==> config.mk <==
export PLATFORM = sky130hd
export DESIGN_NAME = lut_access_arbiter
export DESIGN_NICKNAME = d
export VERILOG_FILES = /design/src/rtl/lut_access_arbiter.sv
export SDC_FILE = /design/constraint.sdc
export NUM_CORES = 1
export LEC_CHECK = 0
export ABC_AREA = 1
export CAP_MARGIN = 10
export CORE_ASPECT_RATIO = 0.8
export CORE_UTILIZATION = 48
export CTS_CLUSTER_DIAMETER = 30
export DETAILED_ROUTE_END_ITERATION = 8
export PLACE_DENSITY = 0.84
export SYNTH_ARGS = -nofsm -noshare
export SYNTH_HDL_FRONTEND = slang
export SYNTH_SLANG_ARGS = --single-unit
==> constraint.sdc <==
create_clock -name clk -period 3.51 [get_ports clk]
set_input_delay 0.351 -clock clk [delete_from_list [all_inputs] [get_ports clk]]
set_output_delay 0.351 -clock clk [all_outputs]
set_load 0.02 [all_outputs]
==> src/rtl/lut_access_arbiter.sv <==
// lut_access_arbiter
//   Round-robin arbiter and sequencer that shares one 16x4 lookupTable between
//   two requesters. One transaction is in flight at a time; reads wait out the
//   table latency (READ_LAT) and return data to the requester that issued them.
//   Every output is registered.
//   Optional build macro: LUT_ARB_STATS_EN adds saturating grant/busy counters.
module lut_access_arbiter #(
    parameter int ADDR_W   = 4,
    parameter int DATA_W   = 4,
    parameter int READ_LAT = 1      // legal range 1..7
) (
    input  logic                clk,
    input  logic                reset,
    input  logic [1:0]          req,
    input  logic [1:0]          wr,
    input  logic [2*ADDR_W-1:0] addr,
    input  logic [2*DATA_W-1:0] wdata,
    output logic [1:0]          gnt,
    output logic [1:0]          rvalid,
    output logic [DATA_W-1:0]   rdata,
    output logic [ADDR_W-1:0]   tblAddrW,
    output logic [ADDR_W-1:0]   tblAddrR,
    output logic                tblWE,
    output logic                tblRE,
    output logic [DATA_W-1:0]   tblDataIn,
    input  logic [DATA_W-1:0]   tblDataOut
`ifdef LUT_ARB_STATS_EN
    ,
    output logic [7:0]          grantCnt0,
    output logic [7:0]          grantCnt1,
    output logic [7:0]          busyCnt
`endif
);

    localparam int CNT_W = 3;

    typedef enum logic [1:0] {
        IDLE  = 2'd0,
        ISSUE = 2'd1,
        WAIT  = 2'd2
    } state_e;

    state_e             state_q, state_d;
    logic               ptr_q, ptr_d;       // requester that wins the next tie
    logic               win_q, win_d;       // requester owning the current op
    logic               op_wr_q, op_wr_d;
    logic [CNT_W-1:0]   cnt_q, cnt_d;
    logic [1:0]         gnt_q, gnt_d;
    logic [1:0]         rvalid_q, rvalid_d;
    logic [DATA_W-1:0]  rdata_q, rdata_d;
    logic [ADDR_W-1:0]  addr_w_q, addr_w_d;
    logic [ADDR_W-1:0]  addr_r_q, addr_r_d;
    logic               we_q, we_d;
    logic               re_q, re_d;
    logic [DATA_W-1:0]  data_in_q, data_in_d;

    // Winner selection: a lone requester wins outright, a tie goes to ptr_q.
    logic               win_sel;
    logic [ADDR_W-1:0]  sel_addr;
    logic [DATA_W-1:0]  sel_wdata;

    assign win_sel   = (req == 2'b11) ? ptr_q : req[1];
    assign sel_addr  = win_sel ? addr[ADDR_W +: ADDR_W]  : addr[0 +: ADDR_W];
    assign sel_wdata = win_sel ? wdata[DATA_W +: DATA_W] : wdata[0 +: DATA_W];

    // Next-state and next-output logic for the IDLE/ISSUE/WAIT sequencer.
    always_comb begin
        // NOTE: every signal gets a default before the case so no path can
        // leave one unassigned and infer a latch.
        state_d   = state_q;
        ptr_d     = ptr_q;
        win_d     = win_q;
        op_wr_d   = op_wr_q;
        cnt_d     = cnt_q;
        gnt_d     = 2'b00;
        rvalid_d  = 2'b00;
        rdata_d   = rdata_q;
        addr_w_d  = addr_w_q;
        addr_r_d  = addr_r_q;
        we_d      = 1'b0;
        re_d      = 1'b0;
        data_in_d = data_in_q;

        unique case (state_q)
            IDLE: begin
                if (req != 2'b00) begin
                    win_d          = win_sel;
                    ptr_d          = ~win_sel;
                    op_wr_d        = wr[win_sel];
                    gnt_d[win_sel] = 1'b1;
                    state_d        = ISSUE;
                    if (wr[win_sel]) begin
                        we_d      = 1'b1;
                        addr_w_d  = sel_addr;
                        data_in_d = sel_wdata;
                    end else begin
                        re_d     = 1'b1;
                        addr_r_d = sel_addr;
                    end
                end
            end
            ISSUE: begin
                if (op_wr_q) begin
                    state_d = IDLE;
                end else begin
                    re_d    = 1'b1;
                    cnt_d   = CNT_W'(READ_LAT - 1);
                    state_d = WAIT;
                end
            end
            WAIT: begin
                if (cnt_q == '0) begin
                    rdata_d         = tblDataOut;
                    rvalid_d[win_q] = 1'b1;
                    state_d         = IDLE;
                end else begin
                    re_d  = 1'b1;
                    cnt_d = cnt_q - 1'b1;
                end
            end
            default: state_d = IDLE;
        endcase
    end

    // State and output registers; synchronous reset aborts any in-flight op.
    always_ff @(posedge clk) begin
        // NOTE: sequential state uses non-blocking assignments so every
        // register samples the pre-edge values regardless of statement order.
        if (reset) begin
            state_q   <= IDLE;
            ptr_q     <= 1'b0;
            win_q     <= 1'b0;
            op_wr_q   <= 1'b0;
            cnt_q     <= '0;
            gnt_q     <= 2'b00;
            rvalid_q  <= 2'b00;
            rdata_q   <= '0;
            addr_w_q  <= '0;
            addr_r_q  <= '0;
            we_q      <= 1'b0;
            re_q      <= 1'b0;
            data_in_q <= '0;
        end else begin
            state_q   <= state_d;
            ptr_q     <= ptr_d;
            win_q     <= win_d;
            op_wr_q   <= op_wr_d;
            cnt_q     <= cnt_d;
            gnt_q     <= gnt_d;
            rvalid_q  <= rvalid_d;
            rdata_q   <= rdata_d;
            addr_w_q  <= addr_w_d;
            addr_r_q  <= addr_r_d;
            we_q      <= we_d;
            re_q      <= re_d;
            data_in_q <= data_in_d;
        end
    end

    assign gnt       = gnt_q;
    assign rvalid    = rvalid_q;
    assign rdata     = rdata_q;
    assign tblAddrW  = addr_w_q;
    assign tblAddrR  = addr_r_q;
    assign tblWE     = we_q;
    assign tblRE     = re_q;
    assign tblDataIn = data_in_q;

`ifdef LUT_ARB_STATS_EN
    logic [7:0] grant_cnt0_q, grant_cnt1_q, busy_cnt_q;

    // Saturating grant and busy-cycle counters.
    always_ff @(posedge clk) begin
        if (reset) begin
            grant_cnt0_q <= '0;
            grant_cnt1_q <= '0;
            busy_cnt_q   <= '0;
        end else begin
            if (gnt_q[0] && (grant_cnt0_q != 8'hFF)) grant_cnt0_q <= grant_cnt0_q + 8'd1;
            if (gnt_q[1] && (grant_cnt1_q != 8'hFF)) grant_cnt1_q <= grant_cnt1_q + 8'd1;
            if ((state_q != IDLE) && (busy_cnt_q != 8'hFF)) busy_cnt_q <= busy_cnt_q + 8'd1;
        end
    end

    assign grantCnt0 = grant_cnt0_q;
    assign grantCnt1 = grant_cnt1_q;
    assign busyCnt   = busy_cnt_q;
`endif

endmodule
-- Word level (Yosys, flattened, before mapping)
Cells that the tools add are included.
- logic and storage cells: 67
- register bits: 30
- bits of input ports: 26
- output and inout bits: 22
- order comparisons: 4
- add/sub/neg operators: 1
- reductions and logical operators: 14
- muxes and demuxes: 22
- bitwise gates (word level): 6
- equality and inequality tests: 7
- operators with widths (cell ; count):
    $mux 1 ; 10
    $reduce_and 3->1 ; 3
    $mux 4 ; 2
    $ne 2x2->1 const B ; 4
    $mux 2 ; 3
    $mux 3 ; 2
    $not 1->1 ; 6
    $pmux 2 s3 ; 1
    $pmux 3 s2 ; 1
    $reduce_and 2->1 ; 3
    $reduce_or 3->1 ; 2
    $eq 2x2->1 const B ; 2
    $lt 1x2->1 const B ; 2
    $reduce_bool 2->1 ; 2
    $logic_not 3->1 ; 1
    $pmux 1 s3 ; 1
    $sub 3x1->3 const B ; 1
    $demux 1 s1 ; 2
    $eq 2x1->1 const B ; 1
    $ge 1x1->1 const B ; 2
    $logic_and 1x1->1 ; 2
    $logic_not 2->1 ; 1

-- Depth between registers and ports, before layout
- depth in word-level cells: 7
- gate-level depth with buffers: 9
- mapped depth without buffers: 9

-- Worst setup path before layout
OpenSTA, ideal clock, no wires.
- path kind: register to register
- from: register cnt_q[0]
- to: register cnt_q[1]
- clock period less this slack: 1.282 ns
- path buffers: 0
- library setup time: 0.116 ns
- path slack: 2.228 ns
- required time: 3.394 ns
- arrival: 1.166 ns
- cell stages (with the launch flop): 9
- cells stage by stage: dfxtp_1 -> inv_1 -> ha_1 -> inv_1 -> nor2_1 -> o21ai_0 -> inv_1 -> nand2_1 -> a21oi_1
- longest elaborated chain between the ends: 3
- elaborated cells on any way between the ends: 6
- classes of those cells: add/sub: 1; eq/ne: 1; mux: 2; reduce/logical: 2
- ends and longest elaborated chain (item ; RTL line ; text):
    from (decl) ; 47 ; logic [CNT_W-1:0] cnt_q, cnt_d;
    from (signal assigned) ; 148 ; cnt_q <= cnt_d;
    $sub 3x1->3 / $logic_not 3->1 (equally long branches) ; 118, 112 ;
    $mux 3 / $ne 2x2->1 (equally long branches) ; -- ;
    $pmux 3 s2 / $reduce_and 3->1 (equally long branches) ; -- ;
Several ways; a longest one is shown, not always the timed one. The select of a mux whose other input is x is not followed.
A chain may end at the register's enable or synchronous reset.

-- Worst setup path after layout
- from: input port req[1]
- to: register data_in_q[2] (netlist: tblDataIn[2])
- longest elaborated chain between the ends: 5
- elaborated cells on any way between the ends: 7
- classes of those cells: eq/ne: 1; mux: 4; reduce/logical: 2
- ends and longest elaborated chain (item ; RTL line ; text):
    from (decl) ; 14 ; input logic [1:0] req,
    $eq 2x2->1 ; 62 ; assign win_sel = (req == 2'b11) ? ptr_q : req[1];
    $mux 1 ; 62 ;
    $mux 1 (implied by the code) (2 in a row) ; 92 ; if (wr[win_sel]) begin
    $reduce_and 3->1 (no line) ; -- ;
    to (signal assigned) ; 156 ; data_in_q <= data_in_d;
    to (decl) ; 55 ; logic [DATA_W-1:0] data_in_q, data_in_d;
Several ways; a longest one is shown, not always the timed one. The select of a mux whose other input is x is not followed.

==> flow_summary.yaml <==
sta:
  final.setup.tns_ns: 0
  post-route-min-period_ns: 1.66
  period_share_pct: 47.4
  fmax_mhz: 602
  hold_violations: 0
  relSlewSlack_pct: 58.6
  finClkSkew_ns: 0.00292
  setup_ws_ns: 1.85
  tightestPinTransition_ns: 0.621
  final-setup-viol-count: 0
  rsz0062_at_grt: "no"
  slew_violations: 0
drt:
  first_pass_iters: 4
  totalWireLength_um: 2860
  antenna_left: 0
  via_count: 1324
  drc: 0
  wl_per_cell_um: 9.61
  drt_iter0_drc: 82
  via_per_inst: 4.46
placed_design:
  gp_congestion: 0.804
  hpwl_um: 2130
  pre_cts_slack_ns: 1.56
  io_buffers: 47
cts:
  clkSinkCount: 30
  htree_num_levels: 2
  cts-root-buf: "clkbuf_8"
  clk_pin_slew_ns: 0.06
  postCtsSetupRepairBufs: 0
  cts_resized: 0
  clk_latency_ns: 0.28
  cts_tree: "built"
  cts_hold_buffers: 0
  clockBufferDepth: 2
  cts_buffers: 5
floorplan:
  coreArea_mm2: 0.00279
  initial_utilization_pct: 51.0
  io_pins: 48
  dieWidth_um: 62.8
  die_h_um: 50.7
  rows: 17
  dieArea_mm2: 0.00318
power_and_ir_drop:
  vdd_drop_max_uv: 283
  p_leak_nw: 0.997
  power.density_mw_per_mm2: 453
worst_setup_path:
  reg2reg_from: "cnt_q[0]$_SDFFE_PP0P_"
  critical_path.startpoint: "req[1]"
  crit_type: "in2reg"
  r2r_cells: 7
  arrival_ns: 1.89
  crit_path_end: "tblDataIn[2]$_SDFFE_PP0P_"
  cp_max_fo: 14
  r2r_setup_slack_ns: 1.96
  critical_path_required_ns: 3.73
  timing.rr.end: "tblRE$_SDFF_PP0_"
  start_kind: "input pin"
  crit_path_end_kind: "flop"
global_route:
  grt_pass1_wl_um: 5190
  met3_usage_pct: 6.14
  grt_util_met2_pct: 33.2
  grt_pass1_vias: 1216
  met1_usage_pct: 26.7
  grt_use_total_pct: 21.5
  grt_max_degree: 23
  globalRoute.totalOverflow: 0
  busiest_layer: "met2"
  antenna_found_initial: 0
layout:
  antenna_cells: 0
  finalNetCount: 286
  multi_input_area_um2: 607
  drive_above_1_share_pct: 6.56
  synthToLayoutAreaGrowth_pct: 39.6
  final_common_cell: "nand2_1"
  regArea_um2: 601
  fillers: 223
  layout_common_cells: "nand2_1 (57), clkdlybuf4s50_1 (47), inv_1 (44), nor2_1 (32), dfxtp_1 (30)"
synthesis:
  synth_nets: 238
  yosys-top-cells-area: "dfxtp_1 (42%), nand2_1 (15%), inv_1 (12%), nor2_1 (8.5%), nand3_1 (4.9%)"
  synth_top_area_share_pct: 42.3
  yosysSeqAreaShare_pct: 42.3
  avgSynthCellArea_um2: 6.76
  synth_top_cell_by_area: "dfxtp_1"
  syn_inst: 210
  ys_seq_elements: 30
  ys_types: 21
  yosysWarnings: 0
  synth_area_mm2: 0.00142
min_path:
  min_from: "win_q$_SDFFE_PP0N_"
  hp-class: "reg2reg"
run_status:
  status: "finished clean"
run:
  drv_cap: 0
==> Yosys cell counts <==
master    count
nand3b_2      1
buf_6         2
nand3_2       1
nor2_8        1
dfxtp_1      30
inv_1        44
ha_1          2
nor3_2        1
nor2_1       32
buf_4         2
nor2_4        1
buf_2         2
nand2_1      57
a21oi_1       6
and3_1        1
o211ai_1      1
o21ai_0       6
nand2_4       1
nor3_1        1
nand2_2       4
nand3_1      14
==> per-layer routing <==
| metal | vias up | routed length (µm) |
|---|---|---|
| met5 | - | 0 |
| met2 | 33 | 1220 |
| met3 | 7 | 147 |
| met1 | 567 | 1420 |
| met4 | 0 | 65 |
| li1 | 717 | - |
==> how the worst min path moves through the flow <==
stage                                end  slack (ns)  cells after the start
floorplan           rvalid[0]$_SDFF_PP0_        0.41                      1
global placement    rvalid[0]$_SDFF_PP0_        0.44                      1
detailed placement  rvalid[0]$_SDFF_PP0_        0.45                      1
CTS                 rvalid[0]$_SDFF_PP0_        0.46                      1
global route        rvalid[0]$_SDFF_PP0_        0.49                      1
finish              rvalid[0]$_SDFF_PP0_        0.46                      1
==> state kept, by name, indices dropped and copies added, names as in the netlist <==
signal / count
cnt_q: 3
gnt: 2
op_wr_q: 1
ptr_q: 1
rdata: 4
rvalid: 2
state_q: 2
tblAddrR: 4
tblAddrW: 4
tblDataIn: 4
tblRE: 1
tblWE: 1
win_q: 1
==> worst max-delay path, stage by stage <==
cell,delay [ns]
clkdlybuf4s50_1,0.70
nor2_4,0.10
nor2_8,0.21
nand3_2,0.24
nand2_1,0.12
nand2_1,0.06
nor2_1,0.10
==> where the power goes <==
group	switching, mW	internal, mW
Combinational	0.125	0.102
Sequential	0.0144	0.372
Clock	0.127	0.158
==> cell families (layout without fill, tap and decap cells) <==
group	after synthesis	after routing	share of synthesized area, %
buf+inv	50	99	15.0
flops	30	30	42.3
fa+ha+maj	2	2	1.76
simple gates	115	115	36.2
compound gates	13	13	4.76
==> layout make-up <==
type	count	share of cell area, %
repair buffers	47	23.7
flip-flops and latches	30	30.3
inverters	44	8.33
multi-input cells	130	30.6
clock inverters	1	0.253
well taps	38	2.40
clock buffers	7	4.36
==> stage by stage <==
stage	util, %	instances	hold slack (ns)	total power [mW]	instance area (µm²)
2_1_floorplan	-	210	0.413	0.534	1420
3_3_place_gp	67.8	289	0.437	0.616	1890
3_5_place_dp	67.8	289	0.448	0.621	1890
4_1_cts	71.1	297	0.461	0.906	1980
5_1_grt	71.1	297	0.489	0.959	1980
6_report	71.1	297	0.458	0.897	1980
Note: power is estimated with default switching activity, not from simulation.
